`src/rtl/msb_first_serial_comparator_if.sv`:
```
// Request/response bundle for msb_first_serial_comparator.
//   master : request source and result consumer (drives operands, cascade
//            inputs, in_valid and out_ready).
//   slave  : the comparator (drives in_ready, out_valid and the results).
// Signals:
//   in_valid/in_ready     request handshake
//   a, b                  operands, W = CHUNK_W*NUM_CHUNKS bits, unsigned
//   Iagtb/Iaeqb/Ialtb     cascade result used when every chunk is equal
//   out_valid/out_ready   result handshake
//   Oagtb/Oaeqb/Oaltb     registered compare result
//   diff_idx              index of the first unequal chunk (0 if all equal)
interface msb_first_serial_comparator_if #(
  parameter int CHUNK_W    = 4,
  parameter int NUM_CHUNKS = 8
);
  localparam int W     = CHUNK_W * NUM_CHUNKS;
  localparam int IDX_W = (NUM_CHUNKS > 1) ? $clog2(NUM_CHUNKS) : 1;

  logic             in_valid;
  logic             in_ready;
  logic [W-1:0]     a;
  logic [W-1:0]     b;
  logic             Iagtb;
  logic             Iaeqb;
  logic             Ialtb;
  logic             out_valid;
  logic             out_ready;
  logic             Oagtb;
  logic             Oaeqb;
  logic             Oaltb;
  logic [IDX_W-1:0] diff_idx;

  modport master (
    output in_valid, a, b, Iagtb, Iaeqb, Ialtb, out_ready,
    input  in_ready, out_valid, Oagtb, Oaeqb, Oaltb, diff_idx
  );

  modport slave (
    input  in_valid, a, b, Iagtb, Iaeqb, Ialtb, out_ready,
    output in_ready, out_valid, Oagtb, Oaeqb, Oaltb, diff_idx
  );
endinterface

```
`src/rtl/msb_first_serial_comparator.sv`:
```
// Sequential unsigned magnitude comparator for wide operands.
// One CHUNK_W-bit slice is compared per cycle, starting at the MSB chunk and
// stopping at the first unequal chunk. If every chunk is equal the latched
// cascade inputs become the result, so the block can serve as the low stage
// of a larger compare.
// Ports:
//   clk  rising-edge clock
//   rst  synchronous active-high reset
//   bus  slave side of msb_first_serial_comparator_if (request/response)
module msb_first_serial_comparator #(
  parameter int CHUNK_W    = 4,
  parameter int NUM_CHUNKS = 8
) (
  input  logic                          clk,
  input  logic                          rst,
  msb_first_serial_comparator_if.slave  bus
);

  localparam int W     = CHUNK_W * NUM_CHUNKS;
  localparam int IDX_W = (NUM_CHUNKS > 1) ? $clog2(NUM_CHUNKS) : 1;
  localparam logic [IDX_W-1:0] MSB_IDX = IDX_W'(NUM_CHUNKS - 1);

  typedef enum logic [1:0] {
    IDLE,
    SCAN,
    DONE
  } state_e;

  state_e           state_q,    state_d;
  logic [W-1:0]     a_q,        a_d;
  logic [W-1:0]     b_q,        b_d;
  logic [2:0]       casc_q,     casc_d;     // {gt, eq, lt}
  logic [IDX_W-1:0] idx_q,      idx_d;
  logic [2:0]       res_q,      res_d;      // {gt, eq, lt}
  logic [IDX_W-1:0] diff_idx_q, diff_idx_d;

  logic [CHUNK_W-1:0] chunk_a;
  logic [CHUNK_W-1:0] chunk_b;

  // Select the chunk addressed by idx_q from the latched operands.
  always_comb begin
    chunk_a = '0;
    chunk_b = '0;
    for (int unsigned i = 0; i < NUM_CHUNKS; i++) begin
      if (idx_q == IDX_W'(i)) begin
        chunk_a = a_q[i*CHUNK_W +: CHUNK_W];
        chunk_b = b_q[i*CHUNK_W +: CHUNK_W];
      end
    end
  end

  always_comb begin
    state_d    = state_q;
    a_d        = a_q;
    b_d        = b_q;
    casc_d     = casc_q;
    idx_d      = idx_q;
    res_d      = res_q;
    diff_idx_d = diff_idx_q;

    case (state_q)
      IDLE: begin
        if (bus.in_valid) begin
          a_d     = bus.a;
          b_d     = bus.b;
          casc_d  = {bus.Iagtb, bus.Iaeqb, bus.Ialtb};
          idx_d   = MSB_IDX;
          state_d = SCAN;
        end
      end

      SCAN: begin
        if (chunk_a > chunk_b) begin
          res_d      = 3'b100;
          diff_idx_d = idx_q;
          state_d    = DONE;
        end else if (chunk_a < chunk_b) begin
          res_d      = 3'b001;
          diff_idx_d = idx_q;
          state_d    = DONE;
        end else if (idx_q == '0) begin
          // All chunks equal: cascade inputs pass through untouched, even
          // illegal combinations.
          res_d      = casc_q;
          diff_idx_d = '0;
          state_d    = DONE;
        end else begin
          idx_d = idx_q - IDX_W'(1);
        end
      end

      DONE: begin
        if (bus.out_ready) begin
          state_d = IDLE;
        end
      end

      default: begin
        state_d = IDLE;
      end
    endcase
  end

  always_ff @(posedge clk) begin
    if (rst) begin
      state_q    <= IDLE;
      a_q        <= '0;
      b_q        <= '0;
      casc_q     <= '0;
      idx_q      <= '0;
      res_q      <= '0;
      diff_idx_q <= '0;
    end else begin
      state_q    <= state_d;
      a_q        <= a_d;
      b_q        <= b_d;
      casc_q     <= casc_d;
      idx_q      <= idx_d;
      res_q      <= res_d;
      diff_idx_q <= diff_idx_d;
    end
  end

  assign bus.in_ready  = (state_q == IDLE);
  assign bus.out_valid = (state_q == DONE);
  assign bus.Oagtb     = res_q[2];
  assign bus.Oaeqb     = res_q[1];
  assign bus.Oaltb     = res_q[0];
  assign bus.diff_idx  = diff_idx_q;

endmodule
```
`src/flat_wrapper.sv`:
```
// flat-port wrapper written by rule: the top's interface ports become plain ports
module msb_first_serial_comparator_flat 
#(
  parameter int CHUNK_W    = 4,
  parameter int NUM_CHUNKS = 8
)
  (clk, rst, bus_in_valid, bus_a, bus_b, bus_Iagtb, bus_Iaeqb, bus_Ialtb, bus_out_ready, bus_in_ready, bus_out_valid, bus_Oagtb, bus_Oaeqb, bus_Oaltb, bus_diff_idx);
  msb_first_serial_comparator_if #(.CHUNK_W(CHUNK_W), .NUM_CHUNKS(NUM_CHUNKS)) bus_i ();
  input  logic clk;
  input  logic rst;
  input wire logic [$bits(bus_i.in_valid)-1:0] bus_in_valid;
  input wire logic [$bits(bus_i.a)-1:0] bus_a;
  input wire logic [$bits(bus_i.b)-1:0] bus_b;
  input wire logic [$bits(bus_i.Iagtb)-1:0] bus_Iagtb;
  input wire logic [$bits(bus_i.Iaeqb)-1:0] bus_Iaeqb;
  input wire logic [$bits(bus_i.Ialtb)-1:0] bus_Ialtb;
  input wire logic [$bits(bus_i.out_ready)-1:0] bus_out_ready;
  output wire logic [$bits(bus_i.in_ready)-1:0] bus_in_ready;
  output wire logic [$bits(bus_i.out_valid)-1:0] bus_out_valid;
  output wire logic [$bits(bus_i.Oagtb)-1:0] bus_Oagtb;
  output wire logic [$bits(bus_i.Oaeqb)-1:0] bus_Oaeqb;
  output wire logic [$bits(bus_i.Oaltb)-1:0] bus_Oaltb;
  output wire logic [$bits(bus_i.diff_idx)-1:0] bus_diff_idx;
  assign bus_i.in_valid = bus_in_valid;
  assign bus_i.a = bus_a;
  assign bus_i.b = bus_b;
  assign bus_i.Iagtb = bus_Iagtb;
  assign bus_i.Iaeqb = bus_Iaeqb;
  assign bus_i.Ialtb = bus_Ialtb;
  assign bus_i.out_ready = bus_out_ready;
  assign bus_in_ready = bus_i.in_ready;
  assign bus_out_valid = bus_i.out_valid;
  assign bus_Oagtb = bus_i.Oagtb;
  assign bus_Oaeqb = bus_i.Oaeqb;
  assign bus_Oaltb = bus_i.Oaltb;
  assign bus_diff_idx = bus_i.diff_idx;
  msb_first_serial_comparator #(.CHUNK_W(CHUNK_W), .NUM_CHUNKS(NUM_CHUNKS)) u_core (.clk(clk), .rst(rst), .bus(bus_i));
endmodule
```
`config.mk`:
```
export PLATFORM = sky130hd
export DESIGN_NAME = msb_first_serial_comparator_flat
export DESIGN_NICKNAME = d
export VERILOG_FILES = /design/src/rtl/msb_first_serial_comparator_if.sv /design/src/rtl/msb_first_serial_comparator.sv /design/src/flat_wrapper.sv
export SDC_FILE = /design/constraint.sdc
export NUM_CORES = 1
export LEC_CHECK = 0
export CAP_MARGIN = 5
export CORE_ASPECT_RATIO = 0.9
export CORE_MARGIN = 4
export CORE_UTILIZATION = 54
export CTS_CLUSTER_DIAMETER = 100
export DETAILED_ROUTE_END_ITERATION = 12
export PLACE_DENSITY = 0.84
export SYNTH_ARGS = -nofsm -noshare
export SYNTH_HDL_FRONTEND = slang
export SYNTH_SLANG_ARGS = --single-unit
```
`constraint.sdc`:
```
create_clock -name clk -period 4.65 [get_ports clk]
set_clock_uncertainty 0.05 [all_clocks]
set_input_delay 0.93 -clock clk [delete_from_list [all_inputs] [get_ports clk]]
set_output_delay 0.93 -clock clk [all_outputs]
set_load 0.005 [all_outputs]
```
==> results of run 1 <==
==> worst min-delay path by stage <==
stage / from / end / slack (ps)
2_1_floorplan: u_core.a_q[27] / u_core.a_q[27] / 380
3_3_place_gp: u_core.b_q[15] / u_core.b_q[15] / 390
3_5_place_dp: u_core.b_q[1] / u_core.b_q[1] / 400
4_1_cts: u_core.b_q[1] / u_core.b_q[1] / 410
5_1_grt: u_core.b_q[6] / u_core.b_q[6] / 430
6_report: u_core.b_q[1] / u_core.b_q[1] / 410
==> power by group <==
group	internal (mW)	switching (mW)
registers	0.721	0.0400
clock network	0.207	0.239
logic	0.182	0.239
==> stage by stage <==
stage                     std cells  utilization, %
final                           643            69.3
after global routing            643            69.3
after CTS                       643            69.3
after detailed placement        627            66.7
after global placement          627            66.7
after floorplan                 497               -
==> cells in the mapped netlist (3+ instances only) <==
cell and number:
a22oi_1 7, buf_2 5, nand2b_1 4, nand3_1 4
o211ai_1 5, o21ai_0 5, nor2b_1 13, nor2_1 7
ha_1 9, inv_1 13, a21oi_1 104, o31ai_1 3
a211oi_1 5, dfxtp_1 78, a21o_1 4, clkbuf_1 31
o21ai_1 15, nand2_1 162
==> tightest hold or removal path, stage by stage, from the launching register on <==
cell	delay, ps
dfxtp_1	310
nand2_1	50
a21oi_1	50
==> per-layer routing <==
layer,track usage [%],up-vias,part of all wire [%]
met3,7.19,23,7.4
met2,38.5,126,47
met5,0,-,0
li1,-,1761,-
met4,7.61,0,2.3
met1,28.7,1569,43
==> sequential cells by signal (all words and copies together), names as in the netlist <==
| register | count |
|---|---|
| u_core.casc_q | 3 |
| u_core.a_q | 32 |
| u_core.res_q | 3 |
| u_core.b_q | 32 |
| u_core.bus.diff_idx | 3 |
| u_core.state_q | 2 |
| u_core.idx_q | 3 |
==> kinds of logic after synthesis <==
group                    Yosys count  share of synthesized area, %
AND/OR/NAND/NOR                  196                          22.2
AO/OA/AOI/OAI                    158                          25.0
flip-flops                        78                          43.1
buffers and inverters             53                          5.77
adder cells (fa/ha/maj)            9                          3.11
multiplexers                       3                         0.898
==> cell usage in the layout, fill, tap and decap left out, drive strengths merged <==
master,instances
buf,2
o311a,2
a22oi,7
nand2,162
nor3b,2
mux2i,1
nand3,4
a211oi,5
nor2,7
ha,9
clkinv,2
clkinvlp,4
o211a,2
mux2,2
a31oi,2
and2,1
o311ai,1
nor3,1
nand2b,4
o31ai,3
o21ai,20
inv,13
clkbuf,11
clkdlybuf4s50,77
nor2b,13
o21a,1
dfxtp,78
and4,1
a21o,4
or4,1
o211ai,5
a21oi,104
a221oi,2
==> cell type report <==
class	instances	share of cell area, %
clock inverter	5	0.771
tap	90	2.48
clock buffer	11	3.11
multi-input combinational	366	40.9
inverter	14	1.16
timing repair buffer	79	17.2
sequential	78	34.4
==> results.py, run 1 <==
metrics = {
    "outcome": {
        "outcome": "complete, no violations",
    },
    "synthesis": {
        "ys_async_sr_fraction_pct": 0,
        "synth_cells": 497,
        "syn_nets": 577,
        "yosys_warnings": 0,
        "synth_area_leaders": "dfxtp_1 43%, nand2_1 17%, a21oi_1 14%",
        "synth_top_flop_cell": "dfxtp_1",
        "synth_largest_area_cell": "dfxtp_1",
        "yosysSeqAreaShare_pct": 43.1,
        "ys_ff_latch": 78,
        "synth_area_mm2": 0.00362,
        "syn_area_per_cell_um2": 7.29,
        "ys_types": 34,
        "synth_top_area_share_pct": 43.1,
        "synth_edf_count": 0,
    },
    "power_and_ir_drop": {
        "leakage_nw": 1.67,
        "peakVddDrop_v": 0.000236,
        "power.density_mw_per_mm2": 358,
        "total_power_mw": 1.63,
    },
    "sta": {
        "finalCritPeriodShare_pct": 80.8,
        "finalSetupViolCount": 0,
        "finalHoldViolCount": 0,
        "drv_slew": 0,
        "setup_ws_ps": 893,
        "hold_slack_ps": 408,
        "relSlewSlack_pct": 19.0,
        "period_needed_ps": 3760,
        "max_slew.worst_pin.slew_ps": 1220,
        "rsz0062_at_grt": "false",
        "setup-tns-final_ps": 0,
        "fmax_ghz": 0.266,
    },
    "cells_and_area": {
        "area.sequential_mm2": 0.00156,
        "drive_gt1_share_pct": 3.62,
        "multi_input_area_mm2": 0.00186,
        "area_growth_pct": 25.4,
        "fillers": 578,
        "stdcell_area_mm2": 0.00454,
        "insertedDiodeCount": 0,
        "nets": 628,
    },
    "placed_design": {
        "place_ws_ps": 969,
        "dp_hpwl_mm": 6.50,
        "place.gp.congestion": 0.911,
        "postPlaceCellArea_mm2": 0.00437,
        "io_buffers": 78,
    },
    "setup_path": {
        "cp_cell_sequence": "inv_1 -> ha_1 -> nor2b_1 -> a21o_1 -> a22oi_1 -> a22oi_1 -> ha_1 -> and4_1 -> o311ai_4 -> or4_1 -> a31oi_1",
        "path_class": "reg2reg",
        "endpoint_kind": "register",
        "path_delay_family": "adder cells",
        "cp_max_fo": 30,
        "max_stage_delay_ps": 810,
        "r2r-end": "u_core.idx_q[2]",
        "reg2reg_depth": 11,
        "critPathSlowestCell": "ha_1",
        "required_ps": 4860,
        "critPathBufInv": 1,
        "critPathLaunch": "u_core.idx_q[1]",
        "cp-start-kind": "register",
        "cp.depth": 11,
        "crit_path_end": "u_core.idx_q[2]",
        "regToRegSetupSlack_ps": 890,
        "crit_arrival_ps": 3970,
        "reg2reg_from": "u_core.idx_q[1]",
    },
    "detailed_routing": {
        "ant_nets": 0,
        "post_drt_via_cell_ratio": 5.41,
        "first_iter_violations": 286,
        "drcViolationCount": 0,
        "routedWlPerCell_um": 14.3,
        "vias": 3479,
        "routed_wl_mm": 9.16,
        "dr.pass1.iters": 8,
    },
    "worst_hold_path": {
        "whs_path_depth": 2,
        "min_path_type": "reg2reg",
    },
    "global_route": {
        "grt_pass1_wl_mm": 14.8,
        "antenna_found_initial": 0,
        "grt_max_degree": 70,
        "overflow": 0,
        "grt_usage_pct": 23.2,
        "grt_pass1_vias": 3307,
    },
    "die": {
        "design.core.area_mm2": 0.00655,
        "ios": 79,
        "die_h_um": 85.7,
        "die_area_mm2": 0.00809,
        "core.rowCount": 28,
        "initial_core_util_pct": 55.3,
        "dieWidth_um": 94.3,
    },
    "clocking": {
        "clock_sinks": 78,
        "numCtsBuffers": 9,
        "post_cts_buffers": 0,
        "clkLatencyLatePin_ps": 350,
        "ctsResizeCount": 0,
        "root_buffer": "clkbuf_8",
        "cts_tree": "done",
        "clkTransAtPathRegs_ps": 80,
        "htreeDepth": 3,
        "cts_buffer_depth": 2,
        "cts_hold_buf": 0,
    },
    "run": {
        "cap_violations": 0,
    },
}
Note: power is estimated with default switching activity, not from simulation.
==> run 2: changes to the inputs <==
- CORE_UTILIZATION: 54 -> 46
- PLACE_DENSITY: 0.84 -> 0.76
- clock period: 4.65 -> 3.3 ns (I/O delays scaled with it)
==> run 2 against run 1 <==
Compared with the run above: core utilization is 6.6 points lower; via count rose by 1.2%; combinational power rose by 53%; critical path depth grew 1; worst setup slack worse by 620 ps; worst hold slack better by 2.4 ps; maximum frequency rose by 24%; highest routed layer unchanged.
==> results.py, run 2 (synthesis gave the netlist of run 1 again) <==
metrics = {
    "placed_design": {
        "io_buffers": 78,
        "postPlaceCellArea_mm2": 0.00452,
        "place_inst": 648,
        "place.gp.congestion": 0.921,
        "dp_hpwl_mm": 6.81,
        "place_ws_ps": 110,
    },
    "power_and_ir_drop": {
        "power.density_mw_per_mm2": 540,
        "p_sw_mw": 0.745,
        "total_power_mw": 2.58,
        "power_frac_seq_pct": 41.3,
        "p_clk_share_pct": 33.7,
        "leakage_nw": 1.79,
        "peakVddDrop_v": 0.000340,
        "comb_power_share_pct": 24.9,
        "cell_internal_pwr_mw": 1.84,
        "switching_share_pct": 28.8,
    },
    "sta": {
        "hold_slack_ps": 410,
        "max_slew.worst_pin.slew_ps": 537,
        "period_needed_ps": 3030,
        "finalSetupViolCount": 0,
        "setup-tns-final_ps": 0,
        "fmax_ghz": 0.330,
        "rsz0062_at_grt": "false",
        "setup_ws_ps": 269,
        "finalCritPeriodShare_pct": 91.8,
        "relSlewSlack_pct": 64.2,
        "finalHoldViolCount": 0,
        "drv_slew": 0,
    },
    "cells_and_area": {
        "nets": 643,
        "area.sequential_mm2": 0.00156,
        "final_util_pct": 62.8,
        "stdcell_area_mm2": 0.00478,
        "drive_gt1_share_pct": 7.04,
        "layout.cells.non_filler": 664,
        "insertedDiodeCount": 0,
        "largest_registers": "u_core.a_q: 32 flops, u_core.b_q: 32 flops",
        "layout_common_cells": "161 x nand2_1, 104 x a21oi_1, 77 x clkdlybuf4s50_1, 77 x dfxtp_1, 15 x o21ai_1",
        "multi_input_area_mm2": 0.00187,
        "fillers": 681,
        "final_common_cell": "nand2_1",
        "area_growth_pct": 32.0,
    },
    "die": {
        "die_area_mm2": 0.00936,
        "design.core.area_mm2": 0.00762,
        "dieWidth_um": 102,
        "initial_core_util_pct": 47.6,
        "ios": 79,
        "core.rowCount": 30,
        "die_h_um": 92.2,
    },
    "clocking": {
        "root_buffer": "clkbuf_8",
        "cts_buffer_depth": 2,
        "cts_tree": "done",
        "numCtsBuffers": 9,
        "clock_sinks": 78,
        "htreeDepth": 3,
        "clkLatencyLatePin_ps": 350,
        "clkTransAtPathRegs_ps": 80,
    },
    "detailed_routing": {
        "routedWlPerCell_um": 14.2,
        "vias": 3522,
        "ant_nets": 0,
        "dr.pass1.iters": 5,
        "first_iter_violations": 301,
        "post_drt_via_cell_ratio": 5.30,
        "drcViolationCount": 0,
        "routed_wl_mm": 9.41,
    },
    "setup_path": {
        "cp-start-kind": "register",
        "cp_max_fo": 12,
        "endpoint_kind": "register",
        "crit_arrival_ps": 3230,
        "path_class": "reg2reg",
        "required_ps": 3500,
    },
    "global_route": {
        "grt_pass1_wl_mm": 15.2,
        "grt_pass1_vias": 3189,
        "overflow": 0,
        "grt_max_degree": 69,
        "grt_usage_pct": 20.3,
        "antenna_found_initial": 0,
    },
    "worst_hold_path": {
        "min_path_type": "reg2reg",
    },
    "outcome": {
        "outcome": "complete, no violations",
    },
    "run": {
        "cap_violations": 0,
    },
}
[run 2: cell count changes in the layout (fill, tap and decap cells not counted)]
cell | before | now
buf_12 | 0 | 3
buf_4 | 1 | 13
bufinv_16 | 0 | 3
clkinv_2 | 1 | 0
clkinv_4 | 0 | 1
clkinvlp_4 | 4 | 1
dfxtp_1 | 78 | 77
dfxtp_2 | 0 | 1
ha_1 | 9 | 6
ha_2 | 0 | 3
nor2b_1 | 13 | 12
nor2b_2 | 0 | 1
[run 2: power groups by stage]
stage / Combinational [mW] / Clock (mW) / Sequential, mW
CTS: 0.637 / 0.885 / 1.07
global placement: 0.620 / 0 / 1.09
floorplan: 0.411 / 0 / 1.07
global route: 0.721 / 0.926 / 1.07
finish: 0.645 / 0.872 / 1.07
detailed placement: 0.633 / 0 / 1.09
[run 2: final timing paths]
path,end,start,cells after the start,slack (ps)
max reg2reg,u_core.res_q[1],u_core.idx_q[0],12,270
min,u_core.b_q[4],u_core.b_q[4],2,410
max,u_core.res_q[1],u_core.idx_q[0],12,270
min reg2reg,u_core.b_q[4],u_core.b_q[4],2,410
[run 2: critical path: stages, from the launching register on]
cell and delay, ps:
dfxtp_1 380, inv_1 120, ha_2 290, buf_4 190
a211oi_1 200, o21ai_1 90, a21oi_1 130, a21oi_1 70
ha_1 310, nor2b_2 190, o311ai_4 360, nand2_1 180
mux2_1 350
[run 2: metal layers]
layer / GRT usage, % / vias up / part of all wire (%)
li1: - / 1798 / -
met1: 29.1 / 1594 / 48
met2: 30.6 / 117 / 44
met3: 4.49 / 13 / 6.9
met4: 5.54 / 0 / 1.0
met5: 0 / - / 0
[run 2: cell type report]
type                            count  area share, %
Multi-Input combinational cell    366           39.0
Sequential cell                    78           32.7
Timing Repair Buffer               94           19.5
Clock buffer                       11           2.96
Tap cell                           96           2.51
Clock inverter                      5           2.22
Inverter                           14           1.10
[run 2: what timing repair did]
action	CTS	global route
setup endpoints to repair	0	7
hold buffers	0	0
hold endpoints to repair	0	0
buffers inserted	0	0
gates resized for setup	0	5
